--- src/rtl/pu_wb_arb.sv ---
// pu_wb_arb: write-back arbiter for the single PU register-file write port.
// ALU results take the direct path with priority. Load returns are buffered in a
// small in-order FIFO and drained when the ALU is idle, or forced after a run of
// blocked cycles. Hazard queries report registers whose write has not landed yet.
// Ports:
//   clk, rst                         clock, asynchronous active-high reset
//   alu_valid/alu_waddr/alu_data     ALU result; alu_ready accepts it
//   ld_valid/ld_waddr/ld_data        load return; ld_ready means the FIFO has room
//   wr/waddr/din                     registered RF write port
//   q_addr0..2 / q_hit0..2           hazard query address / pending-write hit
module pu_wb_arb #(
  parameter int unsigned WIDTH       = 32,
  parameter int unsigned DEPTH_NBITS = 5,
  parameter int unsigned FIFO_NBITS  = 2,
  parameter int unsigned STARVE_MAX  = 8
) (
  input  logic                   clk,
  input  logic                   rst,
  input  logic                   alu_valid,
  input  logic [DEPTH_NBITS-1:0] alu_waddr,
  input  logic [WIDTH-1:0]       alu_data,
  output logic                   alu_ready,
  input  logic                   ld_valid,
  input  logic [DEPTH_NBITS-1:0] ld_waddr,
  input  logic [WIDTH-1:0]       ld_data,
  output logic                   ld_ready,
  output logic                   wr,
  output logic [DEPTH_NBITS-1:0] waddr,
  output logic [WIDTH-1:0]       din,
  input  logic [DEPTH_NBITS-1:0] q_addr0,
  input  logic [DEPTH_NBITS-1:0] q_addr1,
  input  logic [DEPTH_NBITS-1:0] q_addr2,
  output logic                   q_hit0,
  output logic                   q_hit1,
  output logic                   q_hit2
);

  localparam int unsigned FDEPTH = 1 << FIFO_NBITS;
  localparam int unsigned CNT_W  = FIFO_NBITS + 1;
  localparam int unsigned SC_W   = $clog2(STARVE_MAX + 1);

  // FIFO storage (no reset needed: validity comes from count/pointers)
  logic [DEPTH_NBITS-1:0] mem_waddr_q [FDEPTH];
  logic [WIDTH-1:0]       mem_data_q  [FDEPTH];

  logic [FIFO_NBITS-1:0]  rd_ptr_q, rd_ptr_d;
  logic [FIFO_NBITS-1:0]  wr_ptr_q, wr_ptr_d;
  logic [CNT_W-1:0]       count_q, count_d;
  logic [SC_W-1:0]        starve_q, starve_d;
  logic                   force_q, force_d;
  logic                   wr_q, wr_d;
  logic [DEPTH_NBITS-1:0] waddr_q, waddr_d;
  logic [WIDTH-1:0]       din_q, din_d;

  logic alu_fire, ld_push, pop, fifo_empty;

  // State registers
  always_ff @(posedge clk or posedge rst) begin
    if (rst) begin
      rd_ptr_q <= '0;
      wr_ptr_q <= '0;
      count_q  <= '0;
      starve_q <= '0;
      force_q  <= 1'b0;
      wr_q     <= 1'b0;
      waddr_q  <= '0;
      din_q    <= '0;
    end else begin
      rd_ptr_q <= rd_ptr_d;
      wr_ptr_q <= wr_ptr_d;
      count_q  <= count_d;
      starve_q <= starve_d;
      force_q  <= force_d;
      wr_q     <= wr_d;
      waddr_q  <= waddr_d;
      din_q    <= din_d;
    end
  end

  // FIFO write; ld_push is already gated off during reset
  always_ff @(posedge clk) begin
    if (ld_push) begin
      mem_waddr_q[wr_ptr_q] <= ld_waddr;
      mem_data_q[wr_ptr_q]  <= ld_data;
    end
  end

  // Handshakes, pop decision, next state
  always_comb begin
    alu_ready  = !rst && !force_q;
    ld_ready   = !rst && (count_q != CNT_W'(FDEPTH));
    alu_fire   = alu_valid && alu_ready;
    ld_push    = ld_valid && ld_ready;
    fifo_empty = (count_q == '0);
    pop        = !fifo_empty && !alu_fire;

    rd_ptr_d = rd_ptr_q + FIFO_NBITS'(pop);
    wr_ptr_d = wr_ptr_q + FIFO_NBITS'(ld_push);
    count_d  = count_q + CNT_W'(ld_push) - CNT_W'(pop);

    wr_d    = 1'b0;
    waddr_d = waddr_q;
    din_d   = din_q;
    if (alu_fire) begin
      wr_d    = 1'b1;
      waddr_d = alu_waddr;
      din_d   = alu_data;
    end else if (pop) begin
      wr_d    = 1'b1;
      waddr_d = mem_waddr_q[rd_ptr_q];
      din_d   = mem_data_q[rd_ptr_q];
    end

    // Non-empty and not popping means the ALU blocked the drain this cycle
    starve_d = '0;
    force_d  = 1'b0;
    if (!fifo_empty && !pop) begin
      if (starve_q == SC_W'(STARVE_MAX - 1)) begin
        force_d  = 1'b1;
        starve_d = starve_q;
      end else begin
        starve_d = starve_q + SC_W'(1);
      end
    end
  end

  // Hazard query from registered state only
  always_comb begin
    logic [FIFO_NBITS-1:0] off;
    q_hit0 = wr_q && (waddr_q == q_addr0);
    q_hit1 = wr_q && (waddr_q == q_addr1);
    q_hit2 = wr_q && (waddr_q == q_addr2);
    for (int unsigned i = 0; i < FDEPTH; i++) begin
      off = FIFO_NBITS'(i) - rd_ptr_q;
      if (CNT_W'(off) < count_q) begin
        q_hit0 = q_hit0 || (mem_waddr_q[i] == q_addr0);
        q_hit1 = q_hit1 || (mem_waddr_q[i] == q_addr1);
        q_hit2 = q_hit2 || (mem_waddr_q[i] == q_addr2);
      end
    end
  end

  assign wr    = wr_q;
  assign waddr = waddr_q;
  assign din   = din_q;

endmodule
--- config.mk ---
export PLATFORM = sky130hd
export DESIGN_NAME = pu_wb_arb
export DESIGN_NICKNAME = d
export VERILOG_FILES = /design/src/rtl/pu_wb_arb.sv
export SDC_FILE = /design/constraint.sdc
export NUM_CORES = 1
export LEC_CHECK = 0
export BUFFER_PORTS_ARGS = -buffer_cell sky130_fd_sc_hd__buf_2
export CORE_ASPECT_RATIO = 1.75
export CORE_MARGIN = 2
export CORE_UTILIZATION = 60
export CTS_BUF_LIST = sky130_fd_sc_hd__clkbuf_8
export CTS_CLUSTER_SIZE = 24
export DETAILED_ROUTE_END_ITERATION = 8
export PLACE_DENSITY = 0.84
export SLEW_MARGIN = 20
export SYNTH_ARGS = -nofsm -noshare
export SYNTH_HDL_FRONTEND = slang
export SYNTH_SLANG_ARGS = --single-unit
--- constraint.sdc ---
create_clock -name clk -period 11 [get_ports clk]
set_clock_uncertainty 0.05 [all_clocks]
set_input_delay 0.55 -clock clk [delete_from_list [all_inputs] [get_ports clk]]
set_output_delay 0.55 -clock clk [all_outputs]
set_load 0.01 [all_outputs]
==> run_results.csv, run 1 <==
group,metric,value,unit
pwr,combPwrFrac,0.327,
placement,dp.cells,835,
drt,avgViaCountPerCell,5.83,
drt,routed-via-count,5069,
sta,final-hold-violation-count,0,
clock_network,cts_hold_buf,0,
sta,worstMarginPinSlew,1.04,ns
synth,synth_edf_count,148,
cells_and_area,finalNonFillerCells,870,
synth,avgSynthCellArea,15.9,um^2
pwr,p_int,1480,uW
sta,slew_viol_final,0,
pwr,p_sw,791,uW
synth,netlist_area,8680,um^2
synth,async_reset_ff_frac,0.253,
placement,placed_area,9500,um^2
clock_network,clock_path_buffers,2,
synth,synth_top_area_frac,0.512,
placement,place_hpwl,13900,um
clock_network,ctsResizeCount,0,
die,row_count,58,
global_route,grt_use_total,0.269,
synth,ys_types,36,
clock_network,post_cts_buffers,0,
cells_and_area,drive_gt1_frac,0.330,
placement,place.gp.congestion,0.917,
drt,drcViolationCount,0,
global_route,grt_start_max_net_pins,78,
critical_path,critPathTopFamily,"flip-flops",
die,die-area,15500,um^2
cells_and_area,area_delta_synth_final,14.1,%
pwr,pwr-share-seq,0.476,
critical_path,cp.buffers_inverters,2,
clock_network,cts.sinks,198,
cells_and_area,fin_area,9900,um^2
drt,firstDrtPassIters,5,
run,cap_violations,0,
sta,min_period_over_period,0.330,
clock_network,cts_made_buffers,17,
worst_hold_path,hp-class,"input port to async pin",
drt,drtIter0Drc,366,
pwr,power_per_cell_area,230,nW/um^2
clock_network,cts_root_buf,"clkbuf_8",
sta,rsz0062_at_grt,"no",
global_route,antenna_found_initial,3,
placement,port_buffers,135,
synth,ys.flop_type,"edfxtp_1",
pwr,ir_drop,0.000150,V
drt,route.final.wire_length,20000,um
clock_network,htree_levels,4,
synth,ys_ff_latch,198,
critical_path,required,10.40,ns
critical_path,end_kind,"output pin",
critical_path,cp_max_fo,41,
critical_path,cp-start-kind,"flop",
die,ioPinCount,136,
critical_path,slowest_stage,"dfrtp_2",
critical_path,cp_slowest_stage_delay,1.07,ns
clock_network,cts_tree,"done",
synth,netlist_top_cells_area,"edfxtp_1 (51%), dfrtp_1 (14%), mux4_2 (9.6%), xor2_1 (4.6%), mux2i_1 (4.4%)",
die,start_util,0.607,
die,core,14300,um^2
die,die_w,94.9,um
sta,finalSetupViolCount,0,
sta,setup_tns,0,ns
synth,synth_largest_area_cell,"edfxtp_1",
critical_path,crit_arrival,3.03,ns
synth,netlist_instances,547,
sta,period_needed,3.63,ns
critical_path,regToRegSetupSlack,8.21,ns
pwr,power,2280,uW
sta,timing.slew.headroom,0.307,
pwr,swShare,0.347,
critical_path,cp_cell_sequence,"inv_1, ha_1, a21oi_1, o21ba_2, nor4_1, nand3_1, nand4_1, buf_2",
global_route,grt_pass1_vias,5178,
clock_network,clk_latency,0.46,ns
outcome,status,"completed",
global_route,grt_remaining_overflow,0,
synth,yosysWarningCount,0,
cells_and_area,fill_cells,948,
synth,ys_seq_area_frac,0.656,
pwr,clkPwrFrac,0.197,
clock_network,path_clk_slew,0.11,ns
critical_path,critPathKind,"flop to output pin",
die,die_h,163,um
pwr,cellLeakagePower,0.00367,uW
cells_and_area,finalNetCount,777,
synth,syn-num-nets,650,
global_route,grt_pass1_wl,29600,um
drt,postRouteAntennaNets,0,
drt,wire_per_inst,23.0,um
sta,fmax,275,MHz
## final cells by class
cell class / count / area [um^2] / share of cell area
antenna: 3 / 7.51 / 0.000758
clock buffer: 17 / 234 / 0.0236
clock inverter: 15 / 163 / 0.0164
inverter: 7 / 26.3 / 0.00265
multi-input combinational: 305 / 2800 / 0.283
sequential: 198 / 5700 / 0.575
tap: 180 / 225 / 0.0227
timing repair buffer: 145 / 751 / 0.0758
## worst register-to-register path, stage by stage (launching register included)
cell and delay (ns):
dfrtp_1 0.37, nor2_1 0.12, and2_2 0.15, buf_4 0.56, nor2_1 0.18, ha_1 0.32, inv_1 0.04, ha_1 0.19
fa_1 0.39, xor2_1 0.16, xnor2_1 0.14
## cells by family (layout without fill, tap and decap cells)
logic type / after synthesis / after routing / share of synthesized area
DFF: 198 / 198 / 0.656
muxes: 75 / 75 / 0.140
xor gates and xnor gates: 82 / 82 / 0.0827
and+or+nand+nor: 90 / 90 / 0.0518
other: 0 / 3 / 0
adders and majority gates: 10 / 10 / 0.0153
buffers and inverters: 44 / 184 / 0.0242
AOI/OAI and AO/OA: 48 / 48 / 0.0300
## per-layer routing
metal / up-vias / wire (um) / global-route usage
met5: - / 0 / 0
met4: 0 / 959 / 0.148
met3: 42 / 999 / 0.0530
met2: 195 / 11100 / 0.463
met1: 2527 / 6930 / 0.311
li1: 2305 / - / -
## layout by cell type (no fill, tap or decap), types with 8 or more instances in the layout
cell type and n:
mux4_2 37, nand2_1 38, mux2i_1 38, nand3_1 11
dfrtp_1 48, buf_4 10, o21ai_0 30, xnor2_1 36
buf_2 135, xor2_1 46, clkbuf_8 17, edfxtp_1 148
nor2_1 8, o21ai_1 8, ha_1 9, nor4_1 9
## power by group through the flow
stage	Clock (uW)	Combinational (uW)	Sequential [uW]
CTS	456	752	1080
floorplan	0	516	1080
detailed placement	0	751	1100
global route	489	813	1100
finish	449	744	1080
global placement	0	724	1080
## worst paths after layout
path | from | endpoint | cells after the start
setup / recovery | rd_ptr_q[1]$_DFF_PP0_ | q_hit1 | 8
hold / removal | rst | din[14]$_DFFE_PP0P_ | 2
setup reg to reg | force_q$_DFF_PP0_ | count_q[2]$_DFF_PP0_ | 10
hold reg to reg | wr_ptr_q[1]$_DFF_PP0_ | wr_ptr_q[1]$_DFF_PP0_ | 1
max in group asynchronous | rst | count_q[1]$_DFF_PP0_ | 3
min in group clk | alu_data[5] | din[5]$_DFFE_PP0P_ | 3
## registers in the layout, indices dropped and copies added, names as in the netlist
name and cells:
mem_data_q 128, din 32, mem_waddr_q 20, waddr 5
starve_q 4, count_q 3, rd_ptr_q 2, wr_ptr_q 2
force_q 1, wr 1
## per-stage QoR
step	setup slack (ns)	hold WS, ns	util
2_1_floorplan	6.70	0.438	-
3_3_place_gp	7.86	0.483	0.664
3_5_place_dp	7.82	0.511	0.664
4_1_cts	7.32	0.0559	0.692
5_1_grt	7.12	0.0674	0.693
6_report	7.37	0.0636	0.693
## cell usage after synthesis (2+ instances only)
cell / n
nand2_1: 38
inv_1: 7
buf_2: 3
nand4_1: 6
nand2b_1: 2
or4_1: 3
edfxtp_1: 148
xnor2_1: 36
mux4_2: 37
a21oi_1: 3
nor4_1: 9
nor3_1: 4
o21ai_1: 8
dfrtp_1: 50
buf_6: 2
clkbuf_1: 21
a31oi_1: 3
nand3_1: 11
buf_4: 7
o21ai_0: 30
nor3b_1: 3
ha_1: 9
buf_1: 4
xor2_1: 46
mux2i_1: 38
o21ba_2: 2
nor2_1: 8
Note: power is estimated with default switching activity, not from simulation.
==> run 2, diff against run 1 <==
Settings changed: ABC_AREA set to 1, CORE_UTILIZATION 60 to 59, PLACE_DENSITY 0.84 to 0.82.
Clock period 11 ns to 3.62 ns, I/O delays scaled along.
==> run_results.csv, run 2 <==
group,metric,value,unit
outcome,status,"finished with violations",
outcome,violations,"hold timing",
critical_path,cp-start-kind,"flop",
synth,ys_types,34,
synth,syn-num-nets,994,
sta,finalSetupViolCount,0,
clock_network,path_clk_slew,0.10,ns
synth,synth_largest_area_cell,"edfxtp_1",
worst_hold_path,hp-class,"input port to flop",
critical_path,slowest_stage,"dfrtp_1",
sta,period_needed,2.53,ns
synth,netlist_area,9150,um^2
placement,port_buffers,135,
critical_path,r2r_end,"count_q[2]$_DFF_PP0_",
cells_and_area,largest_reg_flops,128,
synth,netlist_top_cells_area,"edfxtp_1 (49%), dfrtp_1 (14%), nand2_1 (12%), nor2_1 (3.9%), a21oi_1 (2.5%)",
sta,fin_ws,1.09,ns
synth,synth_edf_count,148,
placement,place_hpwl,14700,um
global_route,grt_use_total,0.285,
die,die_h,169,um
sta,final-hold-violation-count,1,
die,row_count,60,
global_route,antenna_found_initial,0,
critical_path,critPathKind,"flop to output pin",
drt,firstDrtPassIters,5,
critical_path,required,3.39,ns
global_route,grt_pass1_wl,36100,um
sta,worstMarginPinSlew,0.991,ns
pwr,cellLeakagePower,0.00471,uW
pwr,power_per_cell_area,659,nW/um^2
global_route,grtUsageMet1,0.326,
sta,fmax,396,MHz
global_route,grt_start_max_net_pins,43,
worst_hold_path,hold_depth,3,
cells_and_area,num_antenna_cells,0,
drt,avgViaCountPerCell,5.52,
global_route,grt_pass1_vias,7169,
sta,setup_tns,0,ns
critical_path,end_kind,"output pin",
sta,slew_viol_final,0,
die,die-area,16600,um^2
synth,yosys-top-cells-count,"nand2_1 (294), edfxtp_1 (148), nor2_1 (95)",
die,core,15300,um^2
cells_and_area,regMostFlops,"mem_data_q",
synth,synth.most_common_cell,"nand2_1",
clock_network,htree_levels,4,
critical_path,cp_cell_sequence,"nand2_1, inv_2, nor2_1, inv_1, ha_1, nand2_1, nand2_1, nand2_1, nand3_1, nand2_1, nor2_1, nand2_1, buf_2",
synth,ys.flop_type,"edfxtp_1",
pwr,ir_drop,0.000453,V
cells_and_area,layout_common_cells,"nand2_1 (294), edfxtp_1 (148), buf_2 (135)",
sta,rsz0062_at_grt,"no",
cells_and_area,area_delta_synth_final,20.2,%
cells_and_area,layout_commonest_cell,"nand2_1",
critical_path,crit_path_frequent_cell,"nand2_1",
placement,post-place-ws,1.21,ns
critical_path,r2r_cells,10,
clock_network,clk_latency,0.47,ns
sta,timing.slew.headroom,0.338,
critical_path,cp_max_fo,6,
global_route,grt_remaining_overflow,0,
drt,routed-via-count,7113,
worst_hold_path,min_to,"din[22]$_DFFE_PP0P_",
clock_network,cts_root_buf,"clkbuf_8",
cells_and_area,finalNetCount,1193,
synth,ys_seq_area_frac,0.622,
critical_path,crit_arrival,2.30,ns
die,ioPinCount,136,
die,start_util,0.597,
synth,yosysWarningCount,0,
synth,async_reset_ff_frac,0.253,
run,cap_violations,0,
cells_and_area,drive_gt1_frac,0.205,
critical_path,reg2reg_from,"force_q$_DFF_PP0_",
global_route,use_met3,0.0438,
drt,wire_per_inst,18.1,um
clock_network,cts.sinks,198,
synth,netlist_instances,891,
critical_path,cp.buffers_inverters,3,
synth,synth_top_area_frac,0.486,
clock_network,ctsResizeCount,0,
global_route,grt.met2_usage,0.514,
drt,drcViolationCount,0,
placement,place.gp.congestion,0.969,
clock_network,cts_made_buffers,17,
clock_network,clock_path_buffers,2,
global_route,top_usage_layer,"met2",
die,die_w,98.1,um
drt,postRouteAntennaNets,0,
critical_path,critPathTopFamily,"simple AND/OR/NAND/NOR gates",
critical_path,cp_slowest_stage_delay,0.52,ns
sta,fin_hold_ws,-0.00744,ns
synth,ys_ff_latch,198,
critical_path,regToRegSetupSlack,1.20,ns
synth,avgSynthCellArea,10.3,um^2
clock_network,cts_tree,"done",
drt,drtIter0Drc,525,
drt,route.final.wire_length,23300,um
sta,min_period_over_period,0.698,
worst_hold_path,hold_path.startpoint,"alu_data[22]",
==> run 2: cell count changes after synthesis, moves of 16 or more <==
cell	previous run	this run
a21oi_2	1	19
nand2_1	38	294
inv_1	7	50
a22oi_1	0	16
mux4_2	37	0
a21oi_1	3	45
mux2i_1	38	0
o21ai_0	30	3
xor2_1	46	18
nand4_1	6	29
nor2_1	8	95
==> run 2: report_power, final <==
group	leakage (uW)	internal (uW)	switching, uW
combinational	0.00258	956	1760
sequential	0.00195	2910	278
clock	0.000186	505	826
total	0.00471	4370	2870
==> run 2: layer usage <==
| layer | vias to the layer above | wire [um] |
|---|---|---|
| met3 | 64 | 1410 |
| met1 | 3357 | 8530 |
| met2 | 327 | 12500 |
| met4 | 0 | 921 |
| li1 | 3365 | - |
| met5 | - | 0 |
==> run 2: cell families (layout without fill, tap and decap cells) <==
group | count (synthesis) | count (layout) | share of synthesized area
DFF | 198 | 198 | 0.622
buffers and inverters | 96 | 308 | 0.0550
and+or+nand+nor | 453 | 453 | 0.202
adders and majority gates | 10 | 10 | 0.0145
xor gates and xnor gates | 39 | 39 | 0.0373
AOI/OAI and AO/OA | 95 | 95 | 0.0684
==> run 2: worst max path at each step <==
stage                                from                    endpoint  slack [ns]  cells after the start
floorplan            count_q[1]$_DFF_PP0_  mem_data_q[0][0]$_DFFE_PP_        0.53                      5
global placement        force_q$_DFF_PP0_        count_q[2]$_DFF_PP0_        1.29                     10
detailed placement      force_q$_DFF_PP0_        count_q[2]$_DFF_PP0_        1.21                     10
CTS                 rd_ptr_q[1]$_DFF_PP0_                      q_hit2        1.09                     13
global route        rd_ptr_q[1]$_DFF_PP0_                      q_hit2        0.91                     13
finish              rd_ptr_q[1]$_DFF_PP0_                      q_hit2        1.09                     13
==> run 2: repair_timing <==
action	in CTS	in global routing
hold buffers	73	0
buffers inserted	0	0
endpoints found under the hold margin	206	0
==> run 2: stage by stage <==
step	area, um^2	hold slack (ns)	util	instances	total power [uW]
detailed placement	9890	0.226	0.646	1184	5860
finish	11000	-0.00744	0.718	1289	7240
global placement	9890	0.230	0.646	1184	5770
global route	11000	0.000397	0.718	1289	7670
CTS	11000	0.00505	0.718	1289	7230
floorplan	9150	0.230	-	891	5030
==> run 2: final cells by class <==
class                   instances  area, um^2
flip-flops and latches        198        5700
inverters                      56         210
clock buffers                  17         234
repair buffers                220        1500
clock inverters                15         136
well taps                     186         233
multi-input cells             597        2990
fillers                      1079        4320
==> run 2: worst register-to-register path: cells and delay by family (launching register included) <==
kind / cells / cell delay, ns
simple gates: 3 / 0.62
fa+ha+maj: 3 / 0.84
xor+xnor: 2 / 0.34
buf+inv: 2 / 0.12
flops: 1 / 0.39
==> run 3, diff against run 2 <==
Settings changed: ABC_AREA 1 to 0, CORE_UTILIZATION 59 to 53, PLACE_DENSITY 0.82 to 0.78.
Clock period 3.62 ns to 2.2 ns, I/O delays scaled along.
==> run_results.csv, run 3 (same netlist as run 1, synthesis figures left out) <==
group,metric,value,unit
sta,fmax,403,MHz
die,core,16000,um^2
clock_network,cts.sinks,198,
drt,route.final.wire_length,20400,um
global_route,grt_start_max_net_pins,77,
pwr,cellLeakagePower,0.00407,uW
die,die_w,101,um
pwr,power,11800,uW
run,cap_violations,0,
global_route,grt.met2_usage,0.458,
sta,timing.slew.headroom,0.507,
clock_network,cts_root_buf,"clkbuf_8",
die,row_count,61,
global_route,grt_pass1_vias,5970,
sta,finalSetupViolCount,3,
sta,slew_viol_final,0,
drt,postRouteAntennaNets,0,
drt,drtIter0Drc,302,
drt,wire_per_inst,21.2,um
clock_network,clock_path_buffers,2,
cells_and_area,layout_common_cells,"edfxtp_1 (148), buf_2 (135), dlygate4sd3_1 (75)",
drt,firstDrtPassIters,4,
critical_path,cp_slowest_stage_delay,0.51,ns
outcome,status,"finished with violations",
drt,routed-via-count,5387,
cells_and_area,layout_commonest_cell,"edfxtp_1",
placement,port_buffers,135,
sta,worstMarginPinSlew,0.740,ns
critical_path,cp_cell_sequence,"xnor2_2, ha_1, a21oi_2, nor2_2, or4_4, nand4_1, buf_2",
global_route,grt_remaining_overflow,0,
outcome,violations,"setup timing",
placement,place_hpwl,13600,um
cells_and_area,finalNetCount,863,
drt,avgViaCountPerCell,5.60,
critical_path,required,2.04,ns
die,ioPinCount,136,
sta,rsz0062_at_grt,"yes",
sta,final-hold-violation-count,0,
pwr,ir_drop,0.000770,V
clock_network,cts_tree,"done",
cells_and_area,area_delta_synth_final,25.4,%
global_route,grt_pass1_wl,31500,um
sta,fin_ws,-0.279,ns
clock_network,cts_made_buffers,17,
cells_and_area,regMostFlops,"mem_data_q",
sta,fin_hold_ws,0.174,ns
sta,min_period_over_period,1.13,
global_route,use_met3,0.0444,
critical_path,cp_max_fo,3,
die,die_h,173,um
global_route,top_usage_layer,"met2",
critical_path,end_kind,"output pin",
cells_and_area,fin_area,10900,um^2
critical_path,crit_arrival,2.32,ns
die,start_util,0.544,
placement,place.gp.congestion,0.955,
worst_hold_path,hp-class,"input port to flop",
cells_and_area,num_antenna_cells,0,
critical_path,critPathTopFamily,"simple AND/OR/NAND/NOR gates",
die,die-area,17500,um^2
placement,placed_area,9660,um^2
global_route,antenna_found_initial,0,
drt,drcViolationCount,0,
pwr,power_per_cell_area,1080,nW/um^2
critical_path,critPathKind,"flop to output pin",
clock_network,clk_latency,0.47,ns
critical_path,cp.buffers_inverters,1,
critical_path,slowest_stage,"or4_4",
sta,period_needed,2.48,ns
cells_and_area,largest_reg_flops,128,
critical_path,cp-start-kind,"flop",
global_route,grtUsageMet1,0.253,
global_route,grt_use_total,0.246,
cells_and_area,drive_gt1_frac,0.327,
clock_network,htree_levels,4,
clock_network,path_clk_slew,0.09,ns
-- run 3: cell types whose count changed in the layout (fill, tap and decap cells not counted), sizes merged, moves of 16 or more --
cell,delta
nand4,-23
a21oi,-60
a22oi,-16
nor2,-91
inv,-49
mux4,+37
xor2,+28
nand2,-263
mux2i,+38
o21ai,+32
-- run 3: timing repair --
item,in CTS,in global routing
gates resized for setup,6,9
endpoints found under the setup margin,3,4
endpoints found under the hold margin,209,0
pin swaps,5,12
buffers inserted,2,3
hold buffers,75,0
-- run 3: routing by layer --
metal	share of wire	vias to the layer above
met5	0	-
met4	0.043	0
met3	0.031	52
met2	0.59	158
met1	0.34	2717
li1	-	2460
-- run 3: worst reg2reg max path: stages (launching register included) --
cell	delay (ns)
dfrtp_2	0.44
buf_6	0.14
nor3_4	0.23
nor2_4	0.06
ha_4	0.26
inv_2	0.04
ha_4	0.15
fa_2	0.37
xor2_2	0.20
xnor2_1	0.12
-- run 3: power by group --
part,total [uW],internal [uW],switching (uW)
logic,4310,2130,2180
clock network,2150,904,1250
registers,5310,4770,536
-- run 3: cell type report --
type                            count  area [um^2]
Inverter                            7         28.8
Fill cell                        1071         5060
Sequential cell                   198         5700
Clock inverter                     15          131
Timing Repair Buffer              231         1640
Clock buffer                       17          234
Tap cell                          189          236
Multi-Input combinational cell    305         2910
-- run 3: worst paths after layout --
| path | startpoint | to | slack, ns | depth (start not counted) |
|---|---|---|---|---|
| worst max-delay path | rd_ptr_q[0]$_DFF_PP0_ | q_hit0 | -0.28 | 7 |
| worst min-delay path | ld_valid | count_q[0]$_DFF_PP0_ | 0.17 | 5 |
| worst max register to register | count_q[1]$_DFF_PP0_ | count_q[2]$_DFF_PP0_ | 0.02 | 9 |
| worst min register to register | din[9]$_DFFE_PP0P_ | din[9]$_DFFE_PP0P_ | 0.53 | 2 |
| max in group asynchronous | rst | din[16]$_DFFE_PP0P_ | 1.11 | 4 |
| min in group asynchronous | rst | rd_ptr_q[0]$_DFF_PP0_ | 0.31 | 3 |
-- run 3: stage by stage --
step	utilization	cells	TNS (ns)	worst slack [ns]
floorplan	-	547	-6.88	-0.0929
global route	0.682	962	-1.24	-0.416
detailed placement	0.606	850	0	0.0738
CTS	0.678	959	-0.763	-0.293
global placement	0.606	850	0	0.172
finish	0.682	962	-0.775	-0.279
